<file path="config.mk">
export PLATFORM = sky130hd
export DESIGN_NAME = seq_divider_32_flat
export DESIGN_NICKNAME = d
export VERILOG_FILES = /design/src/rtl/seq_divider_32_if.sv /design/src/rtl/seq_divider_32.sv /design/src/flat_wrapper.sv
export SDC_FILE = /design/constraint.sdc
export NUM_CORES = 1
export LEC_CHECK = 0
export BUFFER_PORTS_ARGS = -buffer_cell sky130_fd_sc_hd__clkbuf_2
export CORE_ASPECT_RATIO = 1.1
export CORE_MARGIN = 2
export CORE_UTILIZATION = 60
export DETAILED_ROUTE_END_ITERATION = 7
export GPL_TIMING_DRIVEN = 0
export PLACE_DENSITY = 0.83
export SLEW_MARGIN = 40
export SYNTH_ARGS = -nofsm -noshare
export SYNTH_HDL_FRONTEND = slang
export SYNTH_SLANG_ARGS = --single-unit
</file>
<file path="constraint.sdc">
create_clock -name clk -period 5.41 [get_ports clk]
set_input_delay 1.3525 -clock clk [delete_from_list [all_inputs] [get_ports clk]]
set_output_delay 1.3525 -clock clk [all_outputs]
set_load 0.005 [all_outputs]
</file>
<file path="src/rtl/seq_divider_32_if.sv">
//------------------------------------------------------------------------------
// seq_divider_32_if : start/busy/done handshake and operand/result bus
// Revision: 1.0
//------------------------------------------------------------------------------
`default_nettype none

interface seq_divider_32_if #(
  parameter int WIDTH = 32
);
  logic             start;
  logic             is_signed;
  logic [WIDTH-1:0] A;
  logic [WIDTH-1:0] B;
  logic             busy;
  logic             done;
  logic [WIDTH-1:0] Quotient;
  logic [WIDTH-1:0] Remainder;
  logic             div_by_zero;

  modport master (
    output start, is_signed, A, B,
    input  busy, done, Quotient, Remainder, div_by_zero
  );

  modport slave (
    input  start, is_signed, A, B,
    output busy, done, Quotient, Remainder, div_by_zero
  );
endinterface

`default_nettype wire

</file>
<file path="src/rtl/seq_divider_32.sv">
//------------------------------------------------------------------------------
// seq_divider_32 : multi-cycle restoring divider (DIVU; DIV when DIV_SIGNED_EN)
// Revision: 1.0
//------------------------------------------------------------------------------
`default_nettype none

module seq_divider_32 #(
  parameter int WIDTH = 32
) (
  input  logic            clk,
  input  logic            rst_n,
  seq_divider_32_if.slave bus
);

  localparam int c_CNT_W = $clog2(WIDTH + 1);
  localparam logic [c_CNT_W-1:0] c_LAST = c_CNT_W'(WIDTH - 1);

  typedef enum logic [1:0] {
    S_IDLE = 2'd0,
    S_CALC = 2'd1,
    S_FIX  = 2'd2,
    S_DONE = 2'd3
  } state_t;

  state_t r_state;
  state_t w_next;

  // Partial remainder is always below the divisor, so WIDTH bits hold it;
  // the extra trial bit only exists transiently after the shift.
  logic [WIDTH-1:0]   r_rem;
  logic [WIDTH-1:0]   r_quot;
  logic [WIDTH-1:0]   r_dvs;
  logic [c_CNT_W-1:0] r_cnt;
  logic               r_busy;
  logic               r_dbz;
  logic               r_zero;
  logic [WIDTH-1:0]   r_q_out;
  logic [WIDTH-1:0]   r_r_out;

  logic [WIDTH:0]     w_shift;
  logic [WIDTH:0]     w_trial;
  logic [WIDTH-1:0]   w_a_mag;
  logic [WIDTH-1:0]   w_b_mag;
  logic [WIDTH-1:0]   w_q_fix;
  logic [WIDTH-1:0]   w_r_fix;
  logic               w_b_zero;
  logic               w_done;
  logic               w_accept;

  assign w_b_zero = (bus.B == '0);
  assign w_accept = (r_state == S_IDLE) && bus.start;
  assign w_shift  = {r_rem, r_quot[WIDTH-1]};
  assign w_trial  = w_shift - {1'b0, r_dvs};

`ifdef DIV_SIGNED_EN
  logic w_a_neg;
  logic w_b_neg;
  logic r_neg_q;
  logic r_neg_r;

  assign w_a_neg = bus.is_signed & bus.A[WIDTH-1];
  assign w_b_neg = bus.is_signed & bus.B[WIDTH-1];
  assign w_a_mag = w_a_neg ? -bus.A : bus.A;
  assign w_b_mag = w_b_neg ? -bus.B : bus.B;
  assign w_q_fix = r_neg_q ? -r_quot : r_quot;
  assign w_r_fix = r_neg_r ? -r_rem  : r_rem;

  always_ff @(posedge clk or negedge rst_n) begin
    if (!rst_n) begin
      r_neg_q <= 1'b0;
      r_neg_r <= 1'b0;
    end else if (w_accept) begin
      r_neg_q <= w_a_neg ^ w_b_neg;
      r_neg_r <= w_a_neg;
    end
  end
`else
  logic w_unused_sign;

  assign w_unused_sign = bus.is_signed;
  assign w_a_mag       = bus.A;
  assign w_b_mag       = bus.B;
  assign w_q_fix       = r_quot;
  assign w_r_fix       = r_rem;
`endif

  always_ff @(posedge clk or negedge rst_n) begin
    if (!rst_n) r_state <= S_IDLE;
    else        r_state <= w_next;
  end

  // Zero divisor detours through FIX so the result load lives in one place,
  // which puts done in the second cycle after the accepting edge.
  always_comb begin
    w_next = r_state;
    w_done = 1'b0;
    case (r_state)
      S_IDLE: if (bus.start) w_next = w_b_zero ? S_FIX : S_CALC;
      S_CALC: if (r_cnt == c_LAST) w_next = S_FIX;
      S_FIX:  w_next = S_DONE;
      S_DONE: begin
        w_done = 1'b1;
        w_next = S_IDLE;
      end
      default: w_next = S_IDLE;
    endcase
  end

  always_ff @(posedge clk or negedge rst_n) begin
    if (!rst_n) begin
      r_rem   <= '0;
      r_quot  <= '0;
      r_dvs   <= '0;
      r_cnt   <= '0;
      r_busy  <= 1'b0;
      r_dbz   <= 1'b0;
      r_zero  <= 1'b0;
      r_q_out <= '0;
      r_r_out <= '0;
    end else begin
      case (r_state)
        S_IDLE: if (bus.start) begin
          r_busy <= 1'b1;
          r_dbz  <= 1'b0;
          r_zero <= w_b_zero;
          r_rem  <= '0;
          r_cnt  <= '0;
          r_dvs  <= w_b_mag;
          r_quot <= w_b_zero ? bus.A : w_a_mag;
        end
        S_CALC: begin
          r_rem  <= w_trial[WIDTH] ? w_shift[WIDTH-1:0] : w_trial[WIDTH-1:0];
          r_quot <= {r_quot[WIDTH-2:0], ~w_trial[WIDTH]};
          r_cnt  <= r_cnt + 1'b1;
        end
        S_FIX: begin
          r_busy <= 1'b0;
          if (r_zero) begin
            r_q_out <= '1;
            r_r_out <= r_quot;
            r_dbz   <= 1'b1;
          end else begin
            r_q_out <= w_q_fix;
            r_r_out <= w_r_fix;
          end
        end
        default: ;
      endcase
    end
  end

  assign bus.busy        = r_busy;
  assign bus.done        = w_done;
  assign bus.Quotient    = r_q_out;
  assign bus.Remainder   = r_r_out;
  assign bus.div_by_zero = r_dbz;

endmodule

`default_nettype wire

</file>
<file path="src/flat_wrapper.sv">
// flat-port wrapper written by rule: the top's interface ports become plain ports
module seq_divider_32_flat 
#(
  parameter int WIDTH = 32
)
  (clk, rst_n, bus_start, bus_is_signed, bus_A, bus_B, bus_busy, bus_done, bus_Quotient, bus_Remainder, bus_div_by_zero);
  seq_divider_32_if #(.WIDTH(WIDTH)) bus_i ();
  input  logic clk;
  input  logic rst_n;
  input wire logic [$bits(bus_i.start)-1:0] bus_start;
  input wire logic [$bits(bus_i.is_signed)-1:0] bus_is_signed;
  input wire logic [$bits(bus_i.A)-1:0] bus_A;
  input wire logic [$bits(bus_i.B)-1:0] bus_B;
  output wire logic [$bits(bus_i.busy)-1:0] bus_busy;
  output wire logic [$bits(bus_i.done)-1:0] bus_done;
  output wire logic [$bits(bus_i.Quotient)-1:0] bus_Quotient;
  output wire logic [$bits(bus_i.Remainder)-1:0] bus_Remainder;
  output wire logic [$bits(bus_i.div_by_zero)-1:0] bus_div_by_zero;
  assign bus_i.start = bus_start;
  assign bus_i.is_signed = bus_is_signed;
  assign bus_i.A = bus_A;
  assign bus_i.B = bus_B;
  assign bus_busy = bus_i.busy;
  assign bus_done = bus_i.done;
  assign bus_Quotient = bus_i.Quotient;
  assign bus_Remainder = bus_i.Remainder;
  assign bus_div_by_zero = bus_i.div_by_zero;
  seq_divider_32 #(.WIDTH(WIDTH)) u_core (.clk(clk), .rst_n(rst_n), .bus(bus_i));
endmodule
</file>
==> metrics, run 1 <==
RSZ-0062 raised after global routing=no; outcome=finished, final reports clean; post-route ant nets=0; Slew Limit Fails=0; CTS Buffer Depth=2; HPWL Detailed=18,000 um; DR iter-0 viols=722; design area=10,900 um2; asr flop ratio synth=1.00; total clock buffers created by CTS=17; Compound-Gate Fraction of Synth Area=0.165; die extent in y=135 um; Clock Tree Root=clkbuf_16; hold crit path type=reg -> reg; Least-Margin Pin Slew=0.767 ns; post-synthesis register bit count=171; sequential fraction of the synthesis area=0.460; Synth area leader=dfrtp_1; Placed Instance Area=10,300 um2; Yosys top cell area share=0.460; Worst VDD drop=0.275 mV; maxcap violations=0; ant diodes=0; final RePlAce weighted congestion=0.957; Post-synth EDFFs=0; Setup WS pre-CTS=2.01 ns; CTS Sinks=171; Tmin final=3.53 ns; area taken by multi-input logic gates=4640 um2; fillers=1,140; Commonest cells post-synth=dfrtp_1 (171), nor2_1 (120), a21oi_1 (104); CP Launch Type=register; first-pass GRT wire length=38,700 um; Ys Warns=0; WL/cell=18.1 um; critical setup path kind=reg -> reg; Relative slew margins=0.488; Peak Freq=0.283 GHz; Synth Instances=972; Final Util=0.719; top-count cell post-synth=dfrtp_1; Cell Area, Synth=9310 um2; Die ar.=16,500 um2; Final period util=0.652; Initial Util=0.616; XOR/XNOR Fraction of Synth Area=0.0273; vias in the first global route=7,706; pin count of the biggest net entering global routing=73; # nets final=1,232; Residual DRC=0; vias=7,982; Netlist cell types=54; number of I/O port buffers=133; PwrDens=682 nW/um2; CTS resizes=0; Lkg Pwr=5.10 nW; CP required=5.73 ns; initial antenna violation count=0; CTS Hold Bufs=0; Area growth syn-to-layout=16.7%; layout cell share with drive strength beyond 1=0.177; syn_nets=1,078; Rows=47; sequential standard cell area=4280 um2; Fin. Hold Viols=0; grt total ovfl=0; largest family of logic cells by synthesized area=compound AO/OA/AOI/OAI gates; placed cell count=1,303; clock skew after layout=0.00781 ns; Die X=123 um; Setup-failing EPs final=0; core footprint=15,100 um2; top cells by area, synth=dfrtp_1 (46%), mux2i_1 (9.2%), a21oi_1 (5.6%); post-synthesis adder-cell area fraction=0.0519; overall power=7.41 mW; Avg Synthesized Cell Area=9.58 um2; CP Max Fanout=10; Post-Route WL=24,100 um; multiplexer share of the synthesized area=0.136; Simple-Gate Fraction of Synth Area=0.118; Detailed Routing Iterations Pass 1=5; level count of the clock H-tree=4; CTS tree=done; setup ws final=1.88 ns; Top Ports=135; clk_lat worst skew=0.44 ns; CTS clock-pin slew for the worst setup and hold paths=0.06 ns; Overall Global Routing Usage=0.303; CP Capture Type=register; vias per cell=5.98; Top FF cell, synth=dfrtp_1; Worst Path Arrival=3.85 ns; setup bufs post-CTS=0; non-filler instance count after layout=1,335
## placed cells by master, fill, tap and decap left out, types with 26 or more instances in the layout
cell type and count:
nor2_1 120, o21ai_0 43, ha_1 37, clkbuf_1 45, a21oi_1 104, nand2_1 92, mux2i_1 86, dfrtp_1 171
inv_1 44, clkbuf_2 132, mux2_2 26, o21ai_1 34
## power by group
part / internal [mW] / switching [mW] / leakage (nW)
clock network: 0.655 / 0.547 / 0.275
logic: 1.59 / 2.24 / 2.73
registers: 1.88 / 0.496 / 2.09
total: 4.12 / 3.28 / 5.10
## critical path, cell delays in order (launching register included)
cell and delay [ns]:
dfrtp_1 0.44, inv_1 0.11, ha_1 0.22, inv_1 0.07, fa_1 0.45, a211oi_1 0.40
o21ai_2 0.16, a21o_1 0.24, a21oi_4 0.20, mux2i_1 0.23, and2_1 0.16, buf_6 0.15
buf_6 0.18, or2_1 0.27, o21ai_1 0.11
## area by class of cell
class                      count  share of cell area
timing repair buffer         135              0.0672
tap                          196              0.0226
multi-input combinational    704               0.427
sequential                   171               0.394
clock buffer                  18              0.0404
clock inverter                14              0.0128
inverter                      44              0.0152
buffer                        53              0.0212
## final timing paths
path	end	from	cells past startpoint	slack, ns
worst max-delay path	u_core.r_rem[28]$_DFFE_PN0P_	u_core.r_quot[31]$_DFFE_PN0P_	14	1.88
worst min-delay path	u_core.r_dvs[2]$_DFFE_PN0P_	u_core.r_dvs[2]$_DFFE_PN0P_	1	0.50
worst max register to register	u_core.r_rem[28]$_DFFE_PN0P_	u_core.r_quot[31]$_DFFE_PN0P_	14	1.88
worst min register to register	u_core.r_dvs[2]$_DFFE_PN0P_	u_core.r_dvs[2]$_DFFE_PN0P_	1	0.50
max in group asynchronous	u_core.r_quot[23]$_DFFE_PN0P_	rst_n	2	3.97
min in group asynchronous	u_core.r_dvs[6]$_DFFE_PN0P_	rst_n	1	0.80
## through the flow
step | hold slack [ns] | TNS [ns]
after global placement | 0.475 | -5.02
after floorplan | 0.464 | 0
after detailed placement | 0.487 | 0
after global routing | 0.520 | 0
final | 0.498 | 0
after CTS | 0.501 | 0
## cell families after synthesis
group / Yosys count
AOI/OAI and AO/OA: 254
xor gates and xnor gates: 29
adders and majority gates: 38
buffers and inverters: 97
DFF: 171
muxes: 122
and+or+nand+nor: 261
## sequential cells by signal, summed over array words and instances (netlist names)
register                flops
u_core.bus.busy             1
u_core.r_rem               32
u_core.r_zero               1
u_core.r_state              2
u_core.bus.Remainder       32
u_core.bus.div_by_zero      1
u_core.r_cnt                6
u_core.r_dvs               32
u_core.bus.Quotient        32
u_core.r_quot              32
## layer usage
layer  wire length [um]  vias to the layer above  global-route usage
met4                675                        0               0.113
li1                   -                     3725                   -
met1              10300                     3874               0.408
met5                  0                        -                   0
met3               1670                       53              0.0621
met2              11500                      330               0.486
Power figures use the tool's default switching activity.
==> run 2: changes to the inputs <==
--- a/config.mk
+++ b/config.mk
@@ -8,10 +8,10 @@
 export BUFFER_PORTS_ARGS = -buffer_cell sky130_fd_sc_hd__clkbuf_2
 export CORE_ASPECT_RATIO = 1.1
 export CORE_MARGIN = 2
-export CORE_UTILIZATION = 60
+export CORE_UTILIZATION = 58
 export DETAILED_ROUTE_END_ITERATION = 7
 export GPL_TIMING_DRIVEN = 0
-export PLACE_DENSITY = 0.83
+export PLACE_DENSITY = 0.81
 export SLEW_MARGIN = 40
 export SYNTH_ARGS = -nofsm -noshare
 export SYNTH_HDL_FRONTEND = slang
==> constraint.sdc (replaced) <==
create_clock -name clk -period 3.7 [get_ports clk]
set_input_delay 0.925 -clock clk [delete_from_list [all_inputs] [get_ports clk]]
set_output_delay 0.925 -clock clk [all_outputs]
set_load 0.005 [all_outputs]
==> run 2 against run 1 <==
Die area grew 3.3%. Via count is 1.7% lower. Core utilization decreased by 2.4 points. Register-to-register slack worse by 1.7 ns. Sequential cell count is the same. Power up 46%. Clock power increased by 51%. Setup slack worse by 1.7 ns. Sequential power up 46%. Clock skew barely moved. Critical path type unchanged. Largest power group unchanged.
==> metrics, run 2 (synthesis gave the netlist of run 1 again) <==
outcome=finished, final reports clean; Post-Route WL=23,500 um; vias in the first global route=7,518; total clock buffers created by CTS=17; family with the most delay on the worst path=compound AO/OA/AOI/OAI gates; CP Capture Type=register; CTS resizes=0; CP Launch Type=register; post-route setup TNS=0 ns; ant diodes=0; Slew Limit Fails=0; clock skew after layout=0.00768 ns; vias per cell=5.86; final RePlAce weighted congestion=0.953; CTS clock-pin slew for the worst setup and hold paths=0.07 ns; RSZ-0062 raised after global routing=no; Residual DRC=0; Lkg Pwr=5.10 nW; fillers=1,211; Crit-path slowest cell=dfrtp_1; initial antenna violation count=0; Initial Util=0.594; first-pass GRT wire length=38,300 um; Tmin final=3.48 ns; grt total ovfl=0; post-route ant nets=0; Fin. Hold Viols=0; CP Cell Sequence=inv_1 > ha_1 > inv_1 > fa_1 > a211oi_1 > o21ai_2 > a21o_1 > a21oi_4 > mux2i_1 > and2_1 > buf_6 > buf_6 > or2_1 > o21ai_1; critical setup path kind=reg -> reg; Worst VDD drop=0.499 mV; Clock Tree Root=clkbuf_16; CTS tree=done; number of I/O port buffers=133; Worst Path Arrival=3.79 ns; hold crit path type=in -> async; Detailed Routing Iterations Pass 1=6; # nets final=1,232; clk_lat worst skew=0.44 ns; Setup-failing EPs final=0; Overall Global Routing Usage=0.283; level count of the clock H-tree=4; CTS Buffer Depth=2; Die ar.=17,100 um2; WL/cell=17.5 um; maxcap violations=0; Peak Freq=0.287 GHz; CTS Hold Bufs=0; Relative slew margins=0.500; CP required=4.01 ns; pin count of the biggest net entering global routing=66; CTS Sinks=171; most common cell after layout, fill and taps aside=dfrtp_1; vias=7,843; setup bufs post-CTS=0; Top Ports=135; DR iter-0 viols=593; Least-Margin Pin Slew=0.750 ns; HPWL Detailed=17,900 um; Final period util=0.940; Hold WS=0.487 ns; core footprint=15,700 um2; Critical Path Max Stage Delay=0.43 ns; PwrDens=993 nW/um2; Rows=48; Worst Path Buf+Inv=4; commonest cells after routing, fill and taps aside=dfrtp_1 (171), clkbuf_2 (132), nor2_1 (120); Area growth syn-to-layout=16.9%; Die X=125 um; CP Max Fanout=10; layout cell share with drive strength beyond 1=0.177; die extent in y=137 um
run 2: metal layers:
layer / global-route usage / up-vias / wire [um]
li1: - / 3733 / -
met2: 0.460 / 297 / 11200
met5: 0 / - / 0
met3: 0.0465 / 35 / 1430
met4: 0.0880 / 0 / 445
met1: 0.393 / 3778 / 10400
run 2: area by class of cell:
cell class	count	area (um2)	share of cell area
sequential	171	4280	0.393
tap	200	250	0.0230
clock inverter	12	136	0.0125
inverter	44	165	0.0152
buffer	53	230	0.0211
multi-input combinational	704	4640	0.426
clock buffer	20	467	0.0429
timing repair buffer	135	722	0.0663
run 2: final timing paths:
check                                               endpoint                          start  cells after the start  slack, ns
worst max-delay path            u_core.r_rem[17]$_DFFE_PN0P_  u_core.r_quot[31]$_DFFE_PN0P_                     14       0.22
worst min-delay path             u_core.r_dvs[7]$_DFFE_PN0P_                          rst_n                      1       0.49
worst max register to register  u_core.r_rem[17]$_DFFE_PN0P_  u_core.r_quot[31]$_DFFE_PN0P_                     14       0.22
worst min register to register   u_core.r_dvs[2]$_DFFE_PN0P_    u_core.r_dvs[2]$_DFFE_PN0P_                      1       0.49
max in group asynchronous       u_core.r_rem[27]$_DFFE_PN0P_                          rst_n                      2       2.51
min in group clk                 u_core.r_dvs[2]$_DFFE_PN0P_    u_core.r_dvs[2]$_DFFE_PN0P_                      1       0.49
run 2: per-stage QoR:
step	power (mW)	area (um2)	setup slack (ns)	std cells	utilization
2_1_floorplan	7.27	9310	0.747	972	-
3_3_place_gp	8.74	10200	-1.34	1305	0.652
3_5_place_dp	8.92	10300	0.310	1307	0.656
4_1_cts	10.8	10900	0.264	1339	0.694
5_1_grt	11.6	10900	0.0446	1339	0.694
6_report	10.8	10900	0.221	1339	0.694
run 2: power by group:
part,internal [mW],leakage [nW],switching (mW)
clock,1.05,0.277,0.762
sequential,2.75,2.09,0.722
combinational,2.32,2.73,3.21
